`src/rtl/divider_pkg.sv`:
```
// rtl/divider_pkg.sv - shared widths, limits and state encoding for the signed divider
package divider_pkg;
  localparam int DIVIDEND_W = 16;
  localparam int DIVISOR_W  = 8;
  localparam int ITER_COUNT = 8;
  localparam int QMAX_POS   = 127;
  localparam int QMAX_NEG   = 128;

  typedef enum logic [2:0] {
    IDLE = 3'd0,
    LOAD = 3'd1,
    ITER = 3'd2,
    FIX  = 3'd3,
    FIN  = 3'd4
  } state_t;
endpackage

```
`src/rtl/signed_divider_8bits_uc.sv`:
```
// rtl/signed_divider_8bits_uc.sv - divider control unit: state machine and iteration counter
module signed_divider_8bits_uc
  import divider_pkg::*;
(
  input  logic CLK,
  input  logic RESET_N,
  input  logic i_start,
  input  logic i_load_err,
  output logic o_load,
  output logic o_iter,
  output logic o_fix,
  output logic o_fin
);
  state_t     r_state;
  state_t     w_next;
  logic [2:0] r_cnt;

  always_ff @(posedge CLK or negedge RESET_N) begin
    if (!RESET_N) begin
      r_state <= IDLE;
      r_cnt   <= '0;
    end else begin
      r_state <= w_next;
      if (r_state == LOAD)
        r_cnt <= '0;
      else if (r_state == ITER)
        r_cnt <= r_cnt + 3'd1;
    end
  end

  always_comb begin
    w_next = r_state;
    case (r_state)
      IDLE:    w_next = i_start ? LOAD : IDLE;
      LOAD:    w_next = i_load_err ? FIN : ITER;
      ITER:    w_next = (r_cnt == 3'(ITER_COUNT - 1)) ? FIX : ITER;
      FIX:     w_next = FIN;
      FIN:     w_next = IDLE;
      default: w_next = IDLE;
    endcase
  end

  always_comb begin
    o_load = (r_state == LOAD);
    o_iter = (r_state == ITER);
    o_fix  = (r_state == FIX);
    o_fin  = (r_state == FIN);
  end
endmodule

```
`src/rtl/signed_divider_8bits.sv`:
```
// rtl/signed_divider_8bits.sv - 16/8 signed restoring divider datapath with sign fix-up
// Optional DIVIDER_PARTIAL_OUT_EN exposes partial quotient/remainder during ITER.
module signed_divider_8bits
  import divider_pkg::*;
(
  input  logic                  CLK,
  input  logic                  RESET_N,
  input  logic                  start,
  input  logic [DIVIDEND_W-1:0] dividend,
  input  logic [DIVISOR_W-1:0]  divisor,
  output logic [DIVISOR_W-1:0]  quotient,
  output logic [DIVISOR_W-1:0]  remainder,
  output logic                  DONE,
  output logic                  ERR
);
  logic        w_load, w_iter, w_fix, w_fin;
  logic [15:0] w_dvd_abs;
  logic [7:0]  w_dvs_abs;
  logic        w_load_err;
  logic [8:0]  w_shift;
  logic        w_qbit;
  logic [7:0]  w_diff;
  logic [7:0]  w_rem_next;
  logic [7:0]  w_lo_next;
  logic        w_ovf;

  logic        r_sq, r_sr;
  logic [7:0]  r_dvs;
  logic [7:0]  r_rem;
  logic [7:0]  r_lo;
  logic [7:0]  r_q, r_r;
  logic        r_err, r_done;

  signed_divider_8bits_uc u_uc (
    .CLK        (CLK),
    .RESET_N    (RESET_N),
    .i_start    (start),
    .i_load_err (w_load_err),
    .o_load     (w_load),
    .o_iter     (w_iter),
    .o_fix      (w_fix),
    .o_fin      (w_fin)
  );

  // Unsigned negation in the operand width already yields 32768 / 128 for the most negative inputs.
  always_comb begin
    w_dvd_abs  = dividend[15] ? (16'd0 - dividend) : dividend;
    w_dvs_abs  = divisor[7] ? (8'd0 - divisor) : divisor;
    w_load_err = (divisor == 8'd0) || (w_dvd_abs[15:8] >= w_dvs_abs);
  end

  // Partial remainder stays below the divisor, so the difference fits in 8 bits.
  always_comb begin
    w_shift    = {r_rem, r_lo[7]};
    w_qbit     = (w_shift >= {1'b0, r_dvs});
    w_diff     = w_shift[7:0] - r_dvs;
    w_rem_next = w_qbit ? w_diff : w_shift[7:0];
    w_lo_next  = {r_lo[6:0], w_qbit};
    w_ovf      = r_sq ? (r_lo > 8'(QMAX_NEG)) : (r_lo > 8'(QMAX_POS));
  end

  always_ff @(posedge CLK or negedge RESET_N) begin
    if (!RESET_N) begin
      r_sq  <= 1'b0;
      r_sr  <= 1'b0;
      r_dvs <= '0;
      r_rem <= '0;
      r_lo  <= '0;
    end else if (w_load) begin
      r_sq  <= dividend[15] ^ divisor[7];
      r_sr  <= dividend[15];
      r_dvs <= w_dvs_abs;
      r_rem <= w_dvd_abs[15:8];
      r_lo  <= w_dvd_abs[7:0];
    end else if (w_iter) begin
      r_rem <= w_rem_next;
      r_lo  <= w_lo_next;
    end
  end

  always_ff @(posedge CLK or negedge RESET_N) begin
    if (!RESET_N) begin
      r_q    <= '0;
      r_r    <= '0;
      r_err  <= 1'b0;
      r_done <= 1'b0;
    end else begin
      r_done <= w_fin;
      if (w_load) begin
        r_err <= w_load_err;
      end else if (w_iter) begin
`ifdef DIVIDER_PARTIAL_OUT_EN
        r_q <= w_lo_next;
        r_r <= w_rem_next;
`endif
      end else if (w_fix) begin
        if (w_ovf) begin
          r_err <= 1'b1;
          r_q   <= '0;
          r_r   <= '0;
        end else begin
          r_q <= r_sq ? (8'd0 - r_lo) : r_lo;
          r_r <= r_sr ? (8'd0 - r_rem) : r_rem;
        end
      end else if (w_fin && r_err) begin
        r_q <= '0;
        r_r <= '0;
      end
    end
  end

  assign quotient  = r_q;
  assign remainder = r_r;
  assign DONE      = r_done;
  assign ERR       = r_err;
endmodule

```
`config.mk`:
```
export PLATFORM = sky130hd
export DESIGN_NAME = signed_divider_8bits
export DESIGN_NICKNAME = d
export VERILOG_FILES = /design/src/rtl/divider_pkg.sv /design/src/rtl/signed_divider_8bits_uc.sv /design/src/rtl/signed_divider_8bits.sv
export SDC_FILE = /design/constraint.sdc
export NUM_CORES = 1
export LEC_CHECK = 0
export ABC_CLOCK_PERIOD_IN_PS = 2300
export BUFFER_PORTS_ARGS = -buffer_cell sky130_fd_sc_hd__buf_4
export CAP_MARGIN = 5
export CORE_MARGIN = 2
export CORE_UTILIZATION = 45
export DETAILED_ROUTE_END_ITERATION = 10
export GPL_ROUTABILITY_DRIVEN = 0
export PLACE_DENSITY_LB_ADDON = 0.25
export SKIP_CTS_REPAIR_TIMING = 1
export SYNTH_ARGS = -nofsm -noshare
export SYNTH_HDL_FRONTEND = slang
export SYNTH_HIERARCHICAL = 1
export SYNTH_SLANG_ARGS = --single-unit
```
`constraint.sdc`:
```
create_clock -name CLK -period 2.3 [get_ports CLK]
set_input_delay 0.115 -clock CLK [delete_from_list [all_inputs] [get_ports CLK]]
set_output_delay 0.115 -clock CLK [all_outputs]
set_load 0.005 [all_outputs]
```
# Word level (Yosys, flattened, before mapping)
# Cells that the tools add are included.
# totals
inputBits,27
out_inout_bits,18
reg_bits,50
# op_classes
magnitude_cmp,4
n_eq_ne,6
muxes,25
n_reduce_logical,10
add_sub_neg,6
n_bitwise,3
# ops
operator,count
8-bit two-way mux,13
1-bit by 8-bit subtractor with 8-bit output (first input constant),3
16-bit two-way mux,1
1-bit by 16-bit subtractor with 16-bit output (first input constant),1
3-bit one-hot mux with 4 select lines,1
9-bit by 8-bit greater-or-equal comparator with 1-bit output,1
3-bit two-way mux,3
8-bit greater-or-equal comparator,1
8-bit by 7-bit > comparator with 1-bit output (second input constant),1
8-bit > comparator (second input constant),1
8-bit zero test,1
2-bit nonzero test,4
8-bit subtractor,1
1-bit two-way mux,7
3-bit by 2-bit equality test with 1-bit output (second input constant),2
3-bit equality test (second input constant),2
3-bit AND reduction,2
3-bit by 1-bit adder with 3-bit output (second input constant),1
3-bit by 1-bit equality test with 1-bit output (second input constant),1
3-bit zero test,1
2-bit by 1-bit inequality test with 1-bit output (second input constant),1
1-bit inverter,2
1-bit logical AND,1
1-bit logical OR,1
1-bit bitwise XOR,1

# Longest topological paths before layout
# depth
depth_word,6
mapped_depth,14

# Cells and area by module
# Netlist, hierarchy kept.
# modules_own_cells
mod,area_per_inst_um2,seq_area_each_um2,n_inst,cells_per_inst
signed_divider_8bits,3119.2,1101.1,1,354
signed_divider_8bits_uc,361.6,150.1,1,34

# Worst setup path after synthesis
# No wires, ideal clock.
# synth_path
path_kind,input to register
startpoint,input dividend[10]
endpoint,register u_uc.r_state[1]
arrival_ps,2867
stages,11
n_path_buf,0
required_time_ps,2223
slack_ps,-645
path_cell_list,or4_4 -> or4_4 -> o21ai_0 -> xnor2_1 -> ha_1 -> a21o_1 -> a221o_1 -> a21oi_1 -> nand2_1 -> or3b_1 -> a21oi_1
# synth_between
elab_chain_len,6
# synth_lines
element,line_no,text
from (decl),signed_divider_8bits.sv:9,"input logic [DIVIDEND_W-1:0] dividend,"
1-bit by 16-bit subtractor with 16-bit output,signed_divider_8bits.sv:47,w_dvd_abs = dividend[15] ? (16'd0 - dividend) : dividend;
16-bit two-way mux (*),signed_divider_8bits.sv:47,
8-bit greater-or-equal comparator (*),signed_divider_8bits.sv:49,w_load_err = (divisor == 8'd0) || (w_dvd_abs[15:8] >= w_dvs_abs);
1-bit logical OR (*),signed_divider_8bits.sv:49,
named net w_load_err,signed_divider_8bits.sv:19,logic w_load_err;
3-bit two-way mux (*),signed_divider_8bits_uc.sv:35,LOAD: w_next = i_load_err ? FIN : ITER;
3-bit one-hot mux with 4 select lines (*),signed_divider_8bits_uc.sv:33,case (r_state)
named net u_uc.w_next[1],signed_divider_8bits_uc.sv:15,state_t w_next;
to (signal assigned),signed_divider_8bits_uc.sv:23,r_state <= w_next;
to (decl),signed_divider_8bits_uc.sv:14,state_t r_state;
# Mark *: on every way through the listed nets, which the timed path passes. The rest lies on a longest branch.
# A chain may end at the register's enable or synchronous reset.

# Worst setup path in the final report
# Ends and elaborated chain as after synthesis.

==> run summary <==
critical path type = primary input to flop
Worst-path clk slew = 0.09 ns
Die H = 91.95 um
CP required = 2.54 ns
flops & latches, synth = 50
chip width = 91.95 um
CTS tree = built
sw power = 2.265 mW
Clock power frac = 9.8%
Seq/Total Area, Yosys = 35.95%
final wirelength = 8.467 mm
Max Clock Skew = 0.006614 ns
Worst EP arrival = 3.05 ns
H-tree levels = 2
VDD IR max = 0.0003903 V
Slew headroom = 58.24%
CP Max Fanout = 3
worst-margin pin slew = 0.6264 ns
die area = 0.008455 mm2
I/O Buffers = 44
status = finished, violations left
# diodes = 0
Net Sw Frac = 42.50%
total number of vias = 3203
number of global-route vias before repair = 2969
Flop pwr share = 29.2%
setup slack after layout = -0.5141 ns
post-DP HPWL = 6.629 mm
layout cells sized above 1 = 29.72%
crit start category = primary input
FP Rows = 32
RSZ-0062 raised after global routing = yes
Via density = 5.338
worst hold path class = primary input to flop
Avg Synthesized Cell Area = 8.971 um2
PD cells = 1161 mW/mm2
nets = 547
core box area = 0.007607 mm2
power after layout = 5.328 mW
Synth cell types = 51
largest net degree at the start of global routing = 51
I/O pin count = 45
Max Slew Vio Count = 0
first-pass GRT wire length = 13.77 mm
drt pass-1 iters = 4
Pint = 3.063 mW
initial core utilization = 45.76%
GRT Util Overall = 20.02%
synthesized area = 0.003481 mm2
Comb power frac = 60.9%
initial antenna violation count = 0
number of max-cap violations = 0
WL per Instance = 14.11 um
Post-Syn Instances = 388
post-route ant nets = 0
final hold viol count = 0
Syn-to-layout area delta = 31.88%
Iteration-0 DRC Markers = 218
Leak Pwr = 2.222 nW
EDFF count, synth = 0
period utilisation layout = 122.4%
reg-to-reg slack, setup = 0.08 ns
final setup fails = 3
Most used DFF post-synth = dfrtp_1
number of remaining DRC errors = 0
failing checks = setup timing
total gr overflow = 0
yosys warns = 6
fmax = 355.4 MHz
Root Buffer = clkbuf_8
TritonCTS Buffers = 5
Final Cell Area = 0.004591 mm2
dpl cell area = 0.004387 mm2
Bufs on Longest Clock Path = 2
fraction of registers with async set/reset = 100.0%
Sink Count = 50
Tmin final = 2.814 ns
Setup TNS = -0.9947 ns
clock latency at the later pin of the worst-skew pair = 0.31 ns
Worst Setup End Kind = flop
setup slack after placement = -0.8630 ns
synthesized net count = 438
Fillers = 682
==> power groups by stage <==
| stage | Clock, mW | Sequential, mW | Combinational, mW |
|---|---|---|---|
| 3_5_place_dp | 0 | 1.57 | 3.07 |
| 6_report | 0.523 | 1.56 | 3.25 |
| 2_1_floorplan | 0 | 1.53 | 2.08 |
| 4_1_cts | 0.532 | 1.55 | 3.09 |
| 5_1_grt | 0.564 | 1.60 | 3.58 |
| 3_3_place_gp | 0 | 1.55 | 2.97 |
==> sequential cells by signal (all words and copies together) (netlist names) <==
name          flops
r_sr              1
quotient          8
u_uc/r_state      3
r_lo              8
remainder         8
r_sq              1
DONE              1
r_dvs             8
ERR               1
r_rem             8
u_uc/r_cnt        3
==> placed cells by master (no fill, tap or decap), types with 8 or more instances in the layout <==
master and n:
a21oi_1 17, buf_4 115, dfrtp_1 50, ha_1 22, inv_1 21, mux2i_1 15, nand2_1 36, nand2b_1 8
nor2_1 25, nor2b_1 9, o21ai_0 31, o31ai_1 9, xnor2_1 13, xor2_1 21
==> cell usage after synthesis (5+ instances only) <==
cell / n / area share [%]
a21oi_1: 19 / 2.7
o21ai_0: 33 / 4.7
a211oi_1: 5 / 1.1
xor2_1: 21 / 5.3
nor2_1: 27 / 2.9
nor3b_1: 6 / 1.3
a21o_1: 5 / 1.1
nand2b_1: 8 / 1.4
buf_1: 5 / 0.54
nand3_1: 7 / 1.0
nor3_1: 8 / 1.2
nand2_1: 37 / 4.0
clkbuf_1: 9 / 0.97
dfrtp_1: 50 / 36
xnor2_1: 14 / 3.5
ha_1: 22 / 7.9
mux2i_1: 15 / 4.3
inv_1: 21 / 2.3
o31ai_1: 9 / 1.9
nor2b_1: 9 / 1.6
==> final cells by class <==
class	instances	area, um2	area share, %
clock buffer	5	68.82	1.499
clock inverter	3	21.27	0.4633
inverter	21	78.83	1.717
multi-input combinational	300	2136	46.53
sequential	50	1251	27.26
tap	102	127.6	2.780
timing repair buffer	119	907.1	19.76
==> layer usage <==
layer	global-route usage [%]	vias to the layer above	routed length, um
met4	5.348	0	129
met1	28.18	1505	3949
li1	-	1602	-
met2	32.90	83	3978
met5	0	-	0
met3	2.219	13	409
==> per-stage QoR <==
stage          hold slack (ns)  util (%)  cells
2_1_floorplan          -0.1806         -    388
3_3_place_gp            0.1781     57.66    584
3_5_place_dp            0.1823     57.66    584
4_1_cts                -0.1561     58.85    592
5_1_grt                 0.1305     60.35    600
6_report                0.1240     60.35    600
==> worst max-delay path, cell delays in order <==
cell	delay, ns
buf_6	0.09
or4_4	0.52
or4_4	0.47
o21ai_4	0.17
xnor2_2	0.13
ha_1	0.26
a21o_1	0.18
a221o_1	0.36
a21oi_2	0.16
nand2_2	0.10
or3b_1	0.36
a21oi_1	0.12
==> path summary, 6_finish.rpt <==
path | startpoint | endpoint | depth (start not counted)
worst min-delay path | start | u_uc/r_state[0] | 3
max in group asynchronous | RESET_N | r_lo[0] | 2
worst max register to register | r_dvs[0] | r_rem[6] | 7
worst min register to register | remainder[4] | remainder[4] | 2
min in group asynchronous | RESET_N | u_uc/r_state[0] | 2
worst max-delay path | dividend[10] | u_uc/r_state[1] | 12
==> kinds of logic after synthesis <==
family                     Yosys count  synth area share (%)
muxes                               18                 5.284
and+or+nand+nor                    123                 18.26
buffers and inverters               38                 4.457
xor gates and xnor gates            35                 8.807
AOI/OAI and AO/OA                  101                 18.76
adders and majority gates           23                 8.483
DFF                                 50                 35.95
Power figures use the tool's default switching activity.
